<file path="src/rtl/coin_anim_ctrl.sv">
// ---------------------------------------------------------------------------
// coin_anim_ctrl
//   Four-slot coin sprite controller. Each slot is FREE, SPIN or FADE, and
//   holds a top-left position, a 3-bit animation frame and a fade counter.
//   Coins are placed by spawn requests and collected by slot index. A
//   collected coin blinks for FADE_STEPS animation steps before its slot is
//   freed. Animation steps are derived from frame_start pulses divided by
//   FRAME_DIV. A per-pixel hit test picks the lowest-index drawable coin under
//   DrawX/DrawY and registers the sprite-strip address for it.
//
// Ports
//   vga_clk        : sole clock, rising edge
//   Reset          : synchronous, active-high reset
//   frame_start    : one-cycle pulse per video frame
//   DrawX, DrawY   : current pixel coordinate
//   blank          : high = visible pixel
//   spawn_valid    : place a coin at spawn_x/spawn_y
//   spawn_ready    : at least one slot is FREE (combinational)
//   collect_valid  : collect the coin in collect_slot
//   active_mask    : bit n set when slot n is not FREE (registered)
//   rom_address    : sprite-strip address of the hit pixel, 0 when no hit
//   pixel_hit      : a drawable coin covers the current visible pixel
//   hit_slot       : index of the winning slot, 0 when no hit
// ---------------------------------------------------------------------------
module coin_anim_ctrl #(
   parameter int FRAME_DIV  = 6,
   parameter int FADE_STEPS = 8
) (
   input  logic        vga_clk,
   input  logic        Reset,
   input  logic        frame_start,
   input  logic [9:0]  DrawX,
   input  logic [9:0]  DrawY,
   input  logic        blank,
   input  logic        spawn_valid,
   input  logic [9:0]  spawn_x,
   input  logic [9:0]  spawn_y,
   output logic        spawn_ready,
   input  logic        collect_valid,
   input  logic [1:0]  collect_slot,
   output logic [3:0]  active_mask,
   output logic [12:0] rom_address,
   output logic        pixel_hit,
   output logic [1:0]  hit_slot
);

   typedef enum logic [1:0] {
      S_FREE = 2'd0,
      S_SPIN = 2'd1,
      S_FADE = 2'd2
   } slot_state_e;

   localparam logic [5:0] DIV_LAST  = 6'(FRAME_DIV - 1);
   localparam logic [3:0] FADE_INIT = 4'(FADE_STEPS);

   // A fading coin is shown only on even counts, which makes it blink.
   function automatic logic slot_drawable(input slot_state_e st, input logic [3:0] fc);
      return (st == S_SPIN) || ((st == S_FADE) && (fc[0] == 1'b0));
   endfunction

   slot_state_e state_q [4];
   slot_state_e state_d [4];
   logic [9:0]  x_q     [4];
   logic [9:0]  x_d     [4];
   logic [9:0]  y_q     [4];
   logic [9:0]  y_d     [4];
   logic [2:0]  frame_q [4];
   logic [2:0]  frame_d [4];
   logic [3:0]  fade_q  [4];
   logic [3:0]  fade_d  [4];

   logic [5:0]  div_q;
   logic [5:0]  div_d;
   logic        step_tick;

   logic [3:0]  free_vec;
   logic [1:0]  spawn_sel;
   logic        spawn_fire;

   logic [10:0] dx_s [4];
   logic [10:0] dy_s [4];
   logic [3:0]  hit_vec;
   logic [1:0]  win_sel;

   logic [3:0]  active_mask_q;
   logic [3:0]  active_mask_d;
   logic [12:0] rom_address_q;
   logic [12:0] rom_address_d;
   logic        pixel_hit_q;
   logic        pixel_hit_d;
   logic [1:0]  hit_slot_q;
   logic [1:0]  hit_slot_d;

   // Free-slot detection and lowest-index spawn target selection.
   always_comb begin
      for (int i = 0; i < 4; i++) begin
         free_vec[i] = (state_q[i] == S_FREE);
      end
      spawn_ready = |free_vec;
      spawn_fire  = spawn_valid & spawn_ready;
      casez (free_vec)
         4'b???1: spawn_sel = 2'd0;
         4'b??10: spawn_sel = 2'd1;
         4'b?100: spawn_sel = 2'd2;
         4'b1000: spawn_sel = 2'd3;
         default: spawn_sel = 2'd0;
      endcase
   end

   // Frame divider: the pulse that wraps the count back to 0 is the step tick.
   always_comb begin
      div_d     = div_q;
      step_tick = 1'b0;
      if (frame_start) begin
         if (div_q >= DIV_LAST) begin
            div_d     = 6'd0;
            step_tick = 1'b1;
         end else begin
            div_d = div_q + 6'd1;
         end
      end else begin
         div_d = div_q;
      end
   end

   // Per-slot next state: spawn into FREE, collect from SPIN, age FADE on ticks.
   always_comb begin
      for (int i = 0; i < 4; i++) begin
         state_d[i] = state_q[i];
         x_d[i]     = x_q[i];
         y_d[i]     = y_q[i];
         frame_d[i] = frame_q[i];
         fade_d[i]  = fade_q[i];
         case (state_q[i])
            S_FREE: begin
               if (spawn_fire && (spawn_sel == 2'(i))) begin
                  state_d[i] = S_SPIN;
                  x_d[i]     = spawn_x;
                  y_d[i]     = spawn_y;
                  frame_d[i] = 3'd0;
                  fade_d[i]  = 4'd0;
               end else begin
                  state_d[i] = state_q[i];
               end
            end
            S_SPIN: begin
               if (step_tick) begin
                  frame_d[i] = frame_q[i] + 3'd1;
               end else begin
                  frame_d[i] = frame_q[i];
               end
               if (collect_valid && (collect_slot == 2'(i))) begin
                  state_d[i] = S_FADE;
                  fade_d[i]  = FADE_INIT;
               end else begin
                  state_d[i] = state_q[i];
               end
            end
            S_FADE: begin
               if (step_tick) begin
                  if (fade_q[i] == 4'd1) begin
                     state_d[i] = S_FREE;
                     fade_d[i]  = 4'd0;
                  end else begin
                     fade_d[i]  = fade_q[i] - 4'd1;
                     frame_d[i] = frame_q[i] + 3'd1;
                  end
               end else begin
                  state_d[i] = state_q[i];
               end
            end
            default: begin
               state_d[i] = S_FREE;
            end
         endcase
      end
      for (int i = 0; i < 4; i++) begin
         active_mask_d[i] = (state_d[i] != S_FREE);
      end
   end

   // Pixel hit test: 11-bit differences so a pixel left/above a coin goes negative.
   always_comb begin
      for (int i = 0; i < 4; i++) begin
         dx_s[i]    = {1'b0, DrawX} - {1'b0, x_q[i]};
         dy_s[i]    = {1'b0, DrawY} - {1'b0, y_q[i]};
         hit_vec[i] = slot_drawable(state_q[i], fade_q[i]) &&
                      (dx_s[i][10:5] == 6'd0) && (dy_s[i][10:5] == 6'd0);
      end
      casez (hit_vec)
         4'b???1: win_sel = 2'd0;
         4'b??10: win_sel = 2'd1;
         4'b?100: win_sel = 2'd2;
         4'b1000: win_sel = 2'd3;
         default: win_sel = 2'd0;
      endcase
      pixel_hit_d = blank & (|hit_vec);
      if (pixel_hit_d) begin
         hit_slot_d    = win_sel;
         // dy*256 + frame*32 + dx packs into disjoint bit fields
         rom_address_d = {dy_s[win_sel][4:0], frame_q[win_sel], dx_s[win_sel][4:0]};
      end else begin
         hit_slot_d    = 2'd0;
         rom_address_d = 13'd0;
      end
   end

   // State and output registers with synchronous reset.
   always_ff @(posedge vga_clk) begin
      if (Reset) begin
         for (int i = 0; i < 4; i++) begin
            state_q[i] <= S_FREE;
            x_q[i]     <= 10'd0;
            y_q[i]     <= 10'd0;
            frame_q[i] <= 3'd0;
            fade_q[i]  <= 4'd0;
         end
         div_q         <= 6'd0;
         active_mask_q <= 4'd0;
         rom_address_q <= 13'd0;
         pixel_hit_q   <= 1'b0;
         hit_slot_q    <= 2'd0;
      end else begin
         for (int i = 0; i < 4; i++) begin
            state_q[i] <= state_d[i];
            x_q[i]     <= x_d[i];
            y_q[i]     <= y_d[i];
            frame_q[i] <= frame_d[i];
            fade_q[i]  <= fade_d[i];
         end
         div_q         <= div_d;
         active_mask_q <= active_mask_d;
         rom_address_q <= rom_address_d;
         pixel_hit_q   <= pixel_hit_d;
         hit_slot_q    <= hit_slot_d;
      end
   end

   assign active_mask = active_mask_q;
   assign rom_address = rom_address_q;
   assign pixel_hit   = pixel_hit_q;
   assign hit_slot    = hit_slot_q;

endmodule
</file>
<file path="config.mk">
export PLATFORM = sky130hd
export DESIGN_NAME = coin_anim_ctrl
export DESIGN_NICKNAME = d
export VERILOG_FILES = /design/src/rtl/coin_anim_ctrl.sv
export SDC_FILE = /design/constraint.sdc
export NUM_CORES = 1
export LEC_CHECK = 0
export CAP_MARGIN = 20
export CORE_UTILIZATION = 44
export DETAILED_ROUTE_END_ITERATION = 16
export SYNTH_ARGS = -nofsm -noshare
export SYNTH_HDL_FRONTEND = slang
export SYNTH_SLANG_ARGS = --single-unit
</file>
<file path="constraint.sdc">
create_clock -name vga_clk -period 7.23 [get_ports vga_clk]
set_input_delay 1.446 -clock vga_clk [delete_from_list [all_inputs] [get_ports vga_clk]]
set_output_delay 1.446 -clock vga_clk [all_outputs]
set_load 0.005 [all_outputs]
</file>
Word-level counts from Yosys, hierarchy flattened
Memory sizes are Yosys's and may differ from the RTL's. A register that Yosys moved wholly into a read port is not among the register bits.
Index checks and enable logic that the tools add are counted.

operators by class
  $add $sub $neg = 17
  magnitude comparators = 2
  equality and inequality tests = 24
  mux-type cells = 110
  bitwise logic cells = 28
  reduce and logical (&&, ||, !) cells = 45

operator list
  cell                                                                number
  10-bit two-way mux                                                  24
  10-bit by 10-bit subtractor with 11-bit output                      8
  4-bit two-way mux                                                   20
  3-bit two-way mux                                                   20
  6-bit logical NOT                                                   8
  4-bit one-hot mux with 3 select lines                               4
  11-bit binary-select mux with 2-bit select                          2
  2-bit two-way mux                                                   20
  2-bit one-hot mux with 3 select lines                               6
  3-bit one-hot mux with 3 select lines                               4
  2-bit == test, second input constant                                10
  1-bit logical AND                                                   20
  5-bit two-way mux                                                   4
  1-bit OR                                                            20
  4-bit by 1-bit == test with 1-bit output, second input constant     4
  4-bit by 1-bit subtractor with 4-bit output, second input constant  4
  3-bit by 1-bit adder with 3-bit output, second input constant       4
  2-bit by 1-bit == test with 1-bit output, second input constant     6
  2-bit logical NOT                                                   6
  4-bit == test, second input constant                                2
  2-bit nonzero test                                                  4
  4-bit OR reduction                                                  2
  6-bit by 1-bit adder with 6-bit output, second input constant       1
  3-bit == test, second input constant                                2
  other kinds (9)                                                     21

storage, ports and cells
  bits in registers = 26
  bits in writable memories = 116
  input bits = 48
  output and inout bits = 21
  word-level logic and storage cells = 236
  memories = 5

memories
  memory   depth  bits a word  rd ports  clocked after Yosys merged registers in  wr ports  RTL line  source
  x_q      4      10           4         0                                        4         63        logic [9:0] x_q [4];
  y_q      4      10           4         0                                        4         65        logic [9:0] y_q [4];
  fade_q   4      4            4         0                                        4         69        logic [3:0] fade_q [4];
  frame_q  4      3            5         1                                        4         67        logic [2:0] frame_q [4];
  state_q  4      2            4         0                                        4         61        slot_state_e state_q [4];

Logic depth before layout (Yosys ltp)
Gate-level depths: netlist (run 1).

  depth in word-level cells = 11
  depth in mapped cells = 13
  mapped depth without buffers = 12

Worst setup path after synthesis (run 1)
OpenSTA, ideal clock, no wires.

  path type = input -> register
  from = in DrawY[0]
  to = reg rom_address_q[10], in the netlist rom_address[10]
  library setup time = 0.134 ns
  arrival time = 4.084 ns
  data required time = 7.096 ns
  path slack = 3.012 ns
  cell stages on the path = 13
  buffers on the path = 1
  cell sequence = inv_1 -> ha_1 -> fa_1 -> nor2b_1 -> o2111ai_1 -> a21oi_1 -> nor3_1 -> a2111oi_0 -> nand4_1 -> nor2_1 -> or3_1 -> clkbuf_1 -> o22ai_1

between the ends
  word-level cells in the longest chain between the ends = 9
  elaborated cells between the ends (all ways) = 24
  classes of those cells = add/sub (4); eq/ne (3); mux (4); bitwise (3); reduce/logical (10)

RTL lines
  element                                               RTL line  source
  start, declared                                       33        input logic [9:0] DrawY,
  10-bit by 10-bit subtractor with 11-bit output        186       dy_s[i] = {1'b0, DrawY} - {1'b0, y_q[i]};
  6-bit logical NOT                                     188       (dx_s[i][10:5] == 6'd0) && (dy_s[i][10:5] == 6'd0);
  1-bit logical AND                                     188
  4-bit == test (tied with other cells)                 190       casez (hit_vec)
  2-bit one-hot mux with 3 select lines                 190
  2-bit NOT with 3-bit output (not written as such)     201       rom_address_d = {dy_s[win_sel][4:0], frame_q[win_sel], dx_s[win_sel][4:0]};
  11-bit binary-select mux with 2-bit select            201
  5-bit two-way mux (not written as such) (2 in a row)  201
  end signal, assigned                                  233       rom_address_q <= rom_address_d;
  end, declared                                         87        logic [12:0] rom_address_q;

Several ways; a longest one is shown, not always the timed one. The select of a mux whose other input is x is not followed.
A chain may end at the register's enable or synchronous reset.

Final worst setup path (run 1)
  from = in DrawX[1]
  to = reg rom_address_q[3], in the netlist rom_address[3]

between the ends
  word-level cells in the longest chain between the ends = 10
  elaborated cells between the ends (all ways) = 28
  classes of those cells = add/sub (4); eq/ne (3); mux (4); bitwise (3); reduce/logical (14)

RTL lines
  element                                               RTL line  source
  start, declared                                       32        input logic [9:0] DrawX,
  10-bit by 10-bit subtractor with 11-bit output        185       dx_s[i] = {1'b0, DrawX} - {1'b0, x_q[i]};
  6-bit logical NOT                                     188
  1-bit logical AND                                     187       hit_vec[i] = slot_drawable(state_q[i], fade_q[i]) &&
  1-bit logical AND                                     188
  4-bit == test (tied with other cells)                 190
  2-bit one-hot mux with 3 select lines                 190
  2-bit NOT with 3-bit output (not written as such)     201
  11-bit binary-select mux with 2-bit select            201
  5-bit two-way mux (not written as such) (2 in a row)  201

Several ways; a longest one is shown, not always the timed one. The select of a mux whose other input is x is not followed.

==> results of run 1 <==
## synthesized netlist by cell type (16+ instances only)
cell type and count:
nand2_1 224, a21oi_1 167, dfxtp_1 142, inv_1 132
ha_1 111, nor2_1 106, nor3_1 44, o21ai_0 41
clkbuf_1 34, nor2b_1 32, nand2b_1 26, mux2i_1 20
xnor2_1 20, nand3_1 19, a21o_1 17, o22ai_1 16
## power breakdown
part	total (uW)	switching [uW]	internal (uW)
registers	812	11.4	800
clock network	881	372	510
logic	437	267	170
## cells by family (layout without fill, tap and decap cells)
| family | after synthesis | after routing | synth area share (%) |
|---|---|---|---|
| AO/OA/AOI/OAI | 357 | 357 | 21.6 |
| XOR/XNOR | 29 | 29 | 2.49 |
| AND/OR/NAND/NOR | 521 | 521 | 23.9 |
| buffers and inverters | 176 | 241 | 6.51 |
| multiplexers | 24 | 24 | 2.41 |
| flip-flops | 142 | 142 | 27.9 |
| adder cells (fa/ha/maj) | 119 | 119 | 15.2 |
## cells in the final DEF, fill, tap and decap left out, types with 9 or more instances in the layout
cell type	instances
a21oi_1	167
dfxtp_1	142
o211ai_1	10
nor3_1	44
nand3_1	19
xnor2_1	20
o21a_1	15
a21o_1	17
xor2_1	9
inv_1	132
buf_4	11
nand2_1	224
clkdlybuf4s50_1	67
a2111oi_0	9
o21ai_0	41
o22ai_1	16
nor3b_1	9
nand2b_1	26
nor2_1	106
nor4_1	11
clkbuf_16	17
mux2i_1	20
ha_1	111
a31oi_1	14
nor2b_1	32
## layout make-up
type	count	area [sq um]
clock buffers	19	433
clock inverters	12	139
fillers	2201	10900
inverters	132	495
multi-input cells	1050	6700
flip-flops and latches	142	2840
well taps	285	357
repair buffers	78	753
## layer usage
metal  global-route usage [%]  vias to the layer above
li1                         -                     4861
met1                     35.0                     4568
met2                     43.3                      279
met3                     3.33                       40
met4                     8.19                        0
met5                        0                        -
## registers in the layout, indices dropped and copies added (netlist names)
| signal | flops |
|---|---|
| active_mask | 4 |
| div_q | 6 |
| fade_q | 16 |
| frame_q | 12 |
| hit_slot | 2 |
| pixel_hit | 1 |
| rom_address | 13 |
| state_q | 8 |
| x_q | 40 |
| y_q | 40 |
## final timing paths
kind / startpoint / to / slack (ns) / cells past startpoint
max: DrawX[1] / rom_address[3] / 2.08 / 12
min: y_q[3][9] / y_q[3][9] / 0.46 / 2
max reg2reg: x_q[2][0] / rom_address[3] / 3.36 / 11
min reg2reg: y_q[3][9] / y_q[3][9] / 0.46 / 2
## metrics by stage
step	setup WS [ns]	utilization (%)
2_1_floorplan	3.01	-
3_3_place_gp	1.78	49.2
4_1_cts	2.13	51.7
6_report	2.08	51.7
5_1_grt	1.85	51.7
3_5_place_dp	1.73	49.2
## worst register-to-register path: stages, from the launching register on
cell,delay (ns)
dfxtp_1,0.34
ha_1,0.20
fa_1,0.26
nor2b_4,0.07
o2111ai_2,0.25
nand2_1,0.13
or4_1,0.51
a2111oi_2,0.35
nand4_2,0.64
or3b_1,0.61
a2111oi_2,0.29
o21bai_1,0.15
==> impl_metrics.json, run 1 <==
{
  "crit_type": "in2reg",
  "slew_headroom_pct": 26.9,
  "fp.dieH_microns": 154,
  "hold_buffers": 0,
  "grt_pass1_wl_microns": 48100,
  "top_layer": "met4",
  "setup_viol": 0,
  "yosys.area.top_type_share_pct": 27.9,
  "grt_usage_pct": 26.0,
  "row_count": 55,
  "p_per_area_nw_per_um2": 182,
  "fin_crit_sh_pct": 71.3,
  "stdcell_count": 1718,
  "worstPathRequired_ns": 7.58,
  "worstPathArrival_ns": 5.50,
  "tightest_slew_ns": 1.09,
  "cp_top_family": "simple AND/OR/NAND/NOR gates",
  "start_kind": "input port",
  "rsz0062_at_grt": "false",
  "slew_viol_final": 0,
  "fmax_mhz": 194,
  "critPathMaxFanout": 27,
  "outcome": "finished, final reports clean",
  "crit_path_max_incr_delay_ns": 0.64,
  "yosysTopAreaCell": "dfxtp_1",
  "htreeDepth": 4,
  "endpoint_kind": "register",
  "drc": 0,
  "design_area_sq_um": 11700,
  "first_pass_iters": 6,
  "synth_seq_area_share_pct": 27.9,
  "nNetsFinal": 1588,
  "drtAntennaViolNets": 0,
  "diodes": 0,
  "cts_tree": "yes",
  "setup_tns_ns": 0,
  "start_util_pct": 45.0,
  "synth-seq-cells": 142,
  "wl_met2_microns": 14300,
  "place_hpwl_microns": 22500,
  "antenna_found_initial": 0,
  "path_cells": "clkdlybuf4s50_1 -> inv_1 -> fa_1 -> nor2b_4 -> o2111ai_2 -> nand2_1 -> or4_1 -> a2111oi_2 -> nand4_2 -> or3b_1 -> a2111oi_2 -> o21bai_1",
  "cts.sinks": 142,
  "cts_buffers": 17,
  "drt_wl_total_microns": 30600,
  "gp_congestion": 0.921,
  "synth_area_sq_um": 10200,
  "route.vias.total": 9748,
  "core_sq_um": 22600,
  "post_cts_buffers": 0,
  "syn_to_final_growth_pct": 15.0,
  "ys_top_cells_by_area": "dfxtp_1, ha_1, nand2_1, a21oi_1, inv_1",
  "cts_resized": 0,
  "synthesis.nets": 1535,
  "die-area_sq_um": 23800,
  "power.leakage_uw": 0.00434,
  "clock_latency_ns": 0.43,
  "grt_start_max_net_pins": 85,
  "first_global_vias": 9032,
  "min_period_ns": 5.15,
  "hold_path.class": "reg2reg",
  "ir_drop_uv": 106,
  "route.met3.wl_microns": 1370,
  "cap_violations": 0,
  "die_x_microns": 154,
  "place_inst": 1687,
  "clkTransAtPathRegs_ns": 0.07,
  "final_hold_viol_count": 0,
  "cp_num_buf_inv": 2,
  "yosysWarnings": 0,
  "synth_edf_count": 0,
  "grt-ovfl-total": 0,
  "fin_skew_ns": 0.00874,
  "avgViaCountPerCell": 5.67,
  "routedWlPerCell_microns": 17.8,
  "crit_slowest_cell": "nand4_2",
  "drive_gt1_share_pct": 4.05,
  "boundaryPins": 69,
  "synth_ff_type": "dfxtp_1",
  "met1_length_microns": 14400,
  "avgSynthCellArea_sq_um": 7.45,
  "place_area_sq_um": 11100,
  "drtIter0Drc": 643,
  "hold_ws_ns": 0.455,
  "path_common_cell": "a2111oi_2",
  "clockRootBuffer": "clkbuf_16",
  "power_uw": 2130,
  "yosysUniqueCellTypes": 69,
  "numPortBuffers": 68,
  "async_reset_ff_share_pct": 0,
  "cts_max_path_buffers": 2,
  "syn_inst": 1368
}
(Power assumes the default switching activity.)
==> run 2, diff against run 1 <==
==> constraint.sdc (replaced) <==
create_clock -name vga_clk -period 5.05 [get_ports vga_clk]
set_input_delay 1.01 -clock vga_clk [delete_from_list [all_inputs] [get_ports vga_clk]]
set_output_delay 1.01 -clock vga_clk [all_outputs]
set_load 0.005 [all_outputs]
==> impl_metrics.json, run 2 (same netlist as run 1, synthesis figures left out) <==
{
  "boundaryPins": 69,
  "hold_buffers": 0,
  "crit_type": "in2reg",
  "switching_share_pct": 31.3,
  "cts_resized": 0,
  "avgViaCountPerCell": 5.65,
  "gp_congestion": 0.885,
  "cts.sinks": 142,
  "critPathMaxFanout": 22,
  "place_ws_ns": 0.347,
  "cp_num_cells": 13,
  "layout_common_cells": "nand2_1, a21oi_1, dfxtp_1",
  "worstPathArrival_ns": 4.56,
  "antenna_found_initial": 0,
  "row_count": 55,
  "power.leakage_uw": 0.00438,
  "fill_cells": 2220,
  "first_global_vias": 9266,
  "slew_headroom_pct": 44.3,
  "post_cts_buffers": 0,
  "top_regs": "x_q (40), y_q (40), fade_q (16)",
  "setup_viol": 0,
  "grt_start_max_net_pins": 77,
  "grt_usage_pct": 26.7,
  "syn_to_final_growth_pct": 15.8,
  "pwr-share-comb_pct": 21.2,
  "numPortBuffers": 68,
  "core_sq_um": 22600,
  "path_cells": "clkdlybuf4s50_1 -> inv_1 -> fa_1 -> nand2b_1 -> a211oi_1 -> nor2b_1 -> a222oi_1 -> nand4_1 -> nor4_2 -> buf_12 -> or3_1 -> buf_4 -> o22ai_1",
  "start_util_pct": 45.0,
  "routedWlPerCell_microns": 18.0,
  "fmax_mhz": 233,
  "startpoint": "DrawX[1]",
  "cap_violations": 0,
  "endpoint_kind": "register",
  "diodes": 0,
  "slew_viol_final": 0,
  "drtAntennaViolNets": 0,
  "r2r-end": "rom_address[11]",
  "r2r_cells": 12,
  "first_pass_iters": 5,
  "use_met3_pct": 3.78,
  "grt_use_met1_pct": 35.9,
  "crit_path_max_incr_delay_ns": 0.57,
  "drtIter0Drc": 766,
  "cts_tree": "yes",
  "hold_ws_ns": 0.456,
  "use_met2_pct": 44.2,
  "start_kind": "input port",
  "grt-ovfl-total": 0,
  "reg2reg_from": "x_q[0][0]",
  "place_inst": 1696,
  "seq_area_sq_um": 2840,
  "cp_top_family": "buffers and inverters",
  "setup_ws_ns": 0.767,
  "top_usage_layer": "met2",
  "grt_pass1_wl_microns": 49300,
  "intPower_uw": 2050,
  "drc": 0,
  "hold_path.class": "reg2reg",
  "r2r_slack_ns": 1.66,
  "min_period_ns": 4.28,
  "pwr-share-clk_pct": 39.8,
  "stdcell_count": 1728,
  "die_x_microns": 154,
  "p_per_area_nw_per_um2": 253,
  "cts_max_path_buffers": 2,
  "fp.dieH_microns": 154,
  "outcome": "finished, final reports clean",
  "drt_wl_total_microns": 31100,
  "seq_power_share_pct": 38.9,
  "fin_skew_ns": 0.0112,
  "rsz0062_at_grt": "false",
  "multiInputGateArea_sq_um": 6700,
  "tightest_slew_ns": 0.836,
  "switchingPower_uw": 936,
  "setup_tns_ns": 0,
  "place_hpwl_microns": 23200,
  "clkTransAtPathRegs_ns": 0.07,
  "crit_slowest_cell": "clkdlybuf4s50_1",
  "power_uw": 2990,
  "clockRootBuffer": "clkbuf_16",
  "route.vias.total": 9756,
  "final_hold_viol_count": 0,
  "nNetsFinal": 1597,
  "die-area_sq_um": 23800,
  "endpoint": "rom_address[11]",
  "final_common_cell": "nand2_1",
  "ir_drop_uv": 195,
  "clock_latency_ns": 0.43,
  "cp_num_buf_inv": 4,
  "fin_crit_sh_pct": 84.8,
  "htreeDepth": 4,
  "drive_gt1_share_pct": 4.78,
  "cts_buffers": 17,
  "worstPathRequired_ns": 5.32
}
## run 2: layer usage
metal | routed length [microns] | up-vias
met5 | 0 | -
li1 | - | 4881
met1 | 14700 | 4612
met2 | 14300 | 231
met4 | 593 | 0
met3 | 1510 | 32
## run 2: layout make-up
cell class	instances	share of cell area [%]
multi-input cells	1050	56.8
repair buffers	87	7.30
inverters	132	4.20
clock buffers	20	3.87
flip-flops and latches	142	24.1
clock inverters	12	0.732
well taps	285	3.02
## run 2: how the worst min path moves through the flow
stage                         start        end  slack, ns  cells after the start
after floorplan           x_q[0][2]  x_q[0][2]       0.44                      2
after global placement    x_q[2][7]  x_q[2][7]       0.44                      2
after detailed placement  x_q[0][2]  x_q[0][2]       0.45                      2
after CTS                 x_q[0][2]  x_q[0][2]       0.46                      2
after global routing      x_q[2][9]  x_q[2][9]       0.47                      2
final                     x_q[0][9]  x_q[0][9]       0.46                      2
## run 2: stage by stage
step	area, sq um	util (%)
after floorplan	10200	-
after global placement	11200	49.5
after detailed placement	11300	49.7
after CTS	11800	52.1
after global routing	11800	52.1
final	11800	52.1
## run 2: power groups by stage
stage          registers, uW  clock network [uW]  logic, uW
6_report                1160                1190        634
3_3_place_gp            1190                   0        621
5_1_grt                 1170                1260        698
3_5_place_dp            1190                   0        624
4_1_cts                 1160                1210        627
2_1_floorplan           1180                   0        415
## run 2: worst register-to-register path, stage by stage, from the launching register on
cell and delay (ns):
dfxtp_1 0.32, ha_1 0.20, fa_1 0.44, nand2b_1 0.20
a211oi_1 0.43, nor2b_1 0.12, a222oi_1 0.33, nand4_1 0.15
nor4_2 0.36, buf_12 0.23, or3_1 0.18, buf_4 0.16
o22ai_1 0.10
==> run 3, diff against run 2 <==
==> constraint.sdc (replaced) <==
create_clock -name vga_clk -period 3.5 [get_ports vga_clk]
set_input_delay 0.7 -clock vga_clk [delete_from_list [all_inputs] [get_ports vga_clk]]
set_output_delay 0.7 -clock vga_clk [all_outputs]
set_load 0.005 [all_outputs]
==> impl_metrics.json, run 3 (same netlist as run 1, synthesis figures left out) <==
{
  "cts_buffers": 17,
  "met1_length_microns": 15300,
  "fin_skew_ns": 0.0130,
  "hold_buffers": 0,
  "grt_pass1_wl_microns": 51300,
  "route.met3.wl_microns": 1970,
  "cap_violations": 0,
  "place_hpwl_microns": 24700,
  "fin_crit_sh_pct": 98.3,
  "start_util_pct": 45.0,
  "die-area_sq_um": 23800,
  "multiInputGateArea_sq_um": 7070,
  "row_count": 55,
  "min_period_ns": 3.44,
  "cts.sinks": 142,
  "grt_usage_pct": 28.0,
  "fill_cells": 2047,
  "critPathMaxFanout": 5,
  "drive_gt1_share_pct": 19.4,
  "crit_type": "in2reg",
  "endpoint_kind": "register",
  "core_sq_um": 22600,
  "ir_drop_uv": 289,
  "start_kind": "input port",
  "boundaryPins": 69,
  "gp_congestion": 0.957,
  "layout_common_cells": "nand2_1, buf_4, a21oi_1",
  "htreeDepth": 4,
  "final_hold_viol_count": 0,
  "hold_path.class": "reg2reg",
  "fmax_mhz": 291,
  "drt_wl_total_microns": 33200,
  "cts_max_path_buffers": 2,
  "setup_viol": 0,
  "seq_area_sq_um": 2840,
  "avgViaCountPerCell": 5.45,
  "syn_to_final_growth_pct": 33.6,
  "drtAntennaViolNets": 0,
  "antenna_found_initial": 1,
  "drtIter0Drc": 769,
  "routedWlPerCell_microns": 17.4,
  "die_x_microns": 154,
  "clkTransAtPathRegs_ns": 0.07,
  "power_uw": 4700,
  "wl_met2_microns": 15100,
  "numPortBuffers": 68,
  "grt-ovfl-total": 0,
  "top_layer": "met4",
  "hold_ws_ns": 0.455,
  "first_pass_iters": 5,
  "worstPathArrival_ns": 3.80,
  "nNetsFinal": 1779,
  "r2r_slack_ns": 0.31,
  "fp.dieH_microns": 154,
  "clock_latency_ns": 0.43,
  "cts_tree": "yes",
  "p_per_area_nw_per_um2": 345,
  "tightest_slew_ns": 0.707,
  "worstPathRequired_ns": 3.86,
  "power.leakage_uw": 0.00540,
  "clockRootBuffer": "clkbuf_16",
  "grt_start_max_net_pins": 59,
  "slew_viol_final": 0,
  "final_common_cell": "nand2_1",
  "slew_headroom_pct": 52.9,
  "outcome": "finished, final reports clean",
  "route.vias.total": 10400,
  "drc": 0,
  "top_regs": "x_q (40), y_q (40), fade_q (16)",
  "first_global_vias": 9770
}
==> run 3: changes by cell type in the layout (fill, tap and decap cells not counted), moves of 7 or more <==
| cell | before | now |
|---|---|---|
| a21oi_1 | 167 | 159 |
| a21oi_2 | 0 | 8 |
| buf_4 | 17 | 195 |
| clkdlybuf4s50_1 | 67 | 53 |
| dlymetal6s2s_1 | 0 | 12 |
| ha_1 | 111 | 94 |
| ha_2 | 0 | 10 |
| ha_4 | 0 | 7 |
==> run 3: repair_timing <==
action,4_1_cts,5_1_grt
setup buffers,4,3
resized for setup,32,67
pin swaps,15,28
setup endpoints to repair,16,16
hold endpoints to repair,0,0
==> run 3: path summary, 6_finish.rpt <==
kind               endpoint  depth (start not counted)  startpoint
max          rom_address[5]                         13    DrawY[6]
min               x_q[1][7]                          2   x_q[1][7]
max reg2reg  rom_address[5]                         13   y_q[1][0]
min reg2reg       x_q[1][7]                          2   x_q[1][7]
==> run 3: per-layer routing <==
layer,track usage (%),vias to the layer above
li1,-,5243
met1,37.9,4839
met2,45.2,287
met3,4.31,45
met4,9.43,0
met5,0,-
==> run 3: cell type report <==
cell class | instances | share of cell area, %
multi-input cells | 1050 | 52.0
flip-flops and latches | 142 | 20.9
repair buffers | 269 | 16.7
inverters | 132 | 3.64
clock buffers | 18 | 3.15
well taps | 285 | 2.62
clock inverters | 14 | 0.993
diodes | 1 | 0.0184
==> run 3: through the flow <==
| step | std cells | area (sq um) | util [%] | TNS [ns] | setup slack (ns) |
|---|---|---|---|---|---|
| 2_1_floorplan | 1368 | 10200 | - | 0 | 0.0280 |
| 3_3_place_gp | 1871 | 12600 | 55.5 | -9.95 | -0.777 |
| 3_5_place_dp | 1871 | 12600 | 55.5 | -9.92 | -0.734 |
| 4_1_cts | 1907 | 13300 | 58.8 | 0 | 0.00443 |
| 5_1_grt | 1910 | 13600 | 60.1 | -0.0783 | -0.0384 |
| 6_report | 1911 | 13600 | 60.1 | 0 | 0.0582 |
==> run 3: worst max-delay path, stage by stage <==
cell and delay (ns):
clkdlybuf4s50_1 0.46, ha_1 0.39, nand4_1 0.13, a21oi_1 0.10
a2111oi_2 0.32, o211ai_1 0.14, nor4_1 0.33, nand4_1 0.24
buf_6 0.20, a2bb2oi_1 0.13, a2111oi_2 0.36, buf_4 0.16
a2bb2oi_1 0.13
==> run 3: where the power goes <==
part | total, uW | switching [uW] | internal (uW) | leakage (uW)
logic | 1190 | 643 | 552 | 0.00399
clock network | 1820 | 831 | 992 | 0.000258
registers | 1680 | 25.4 | 1650 | 0.00115
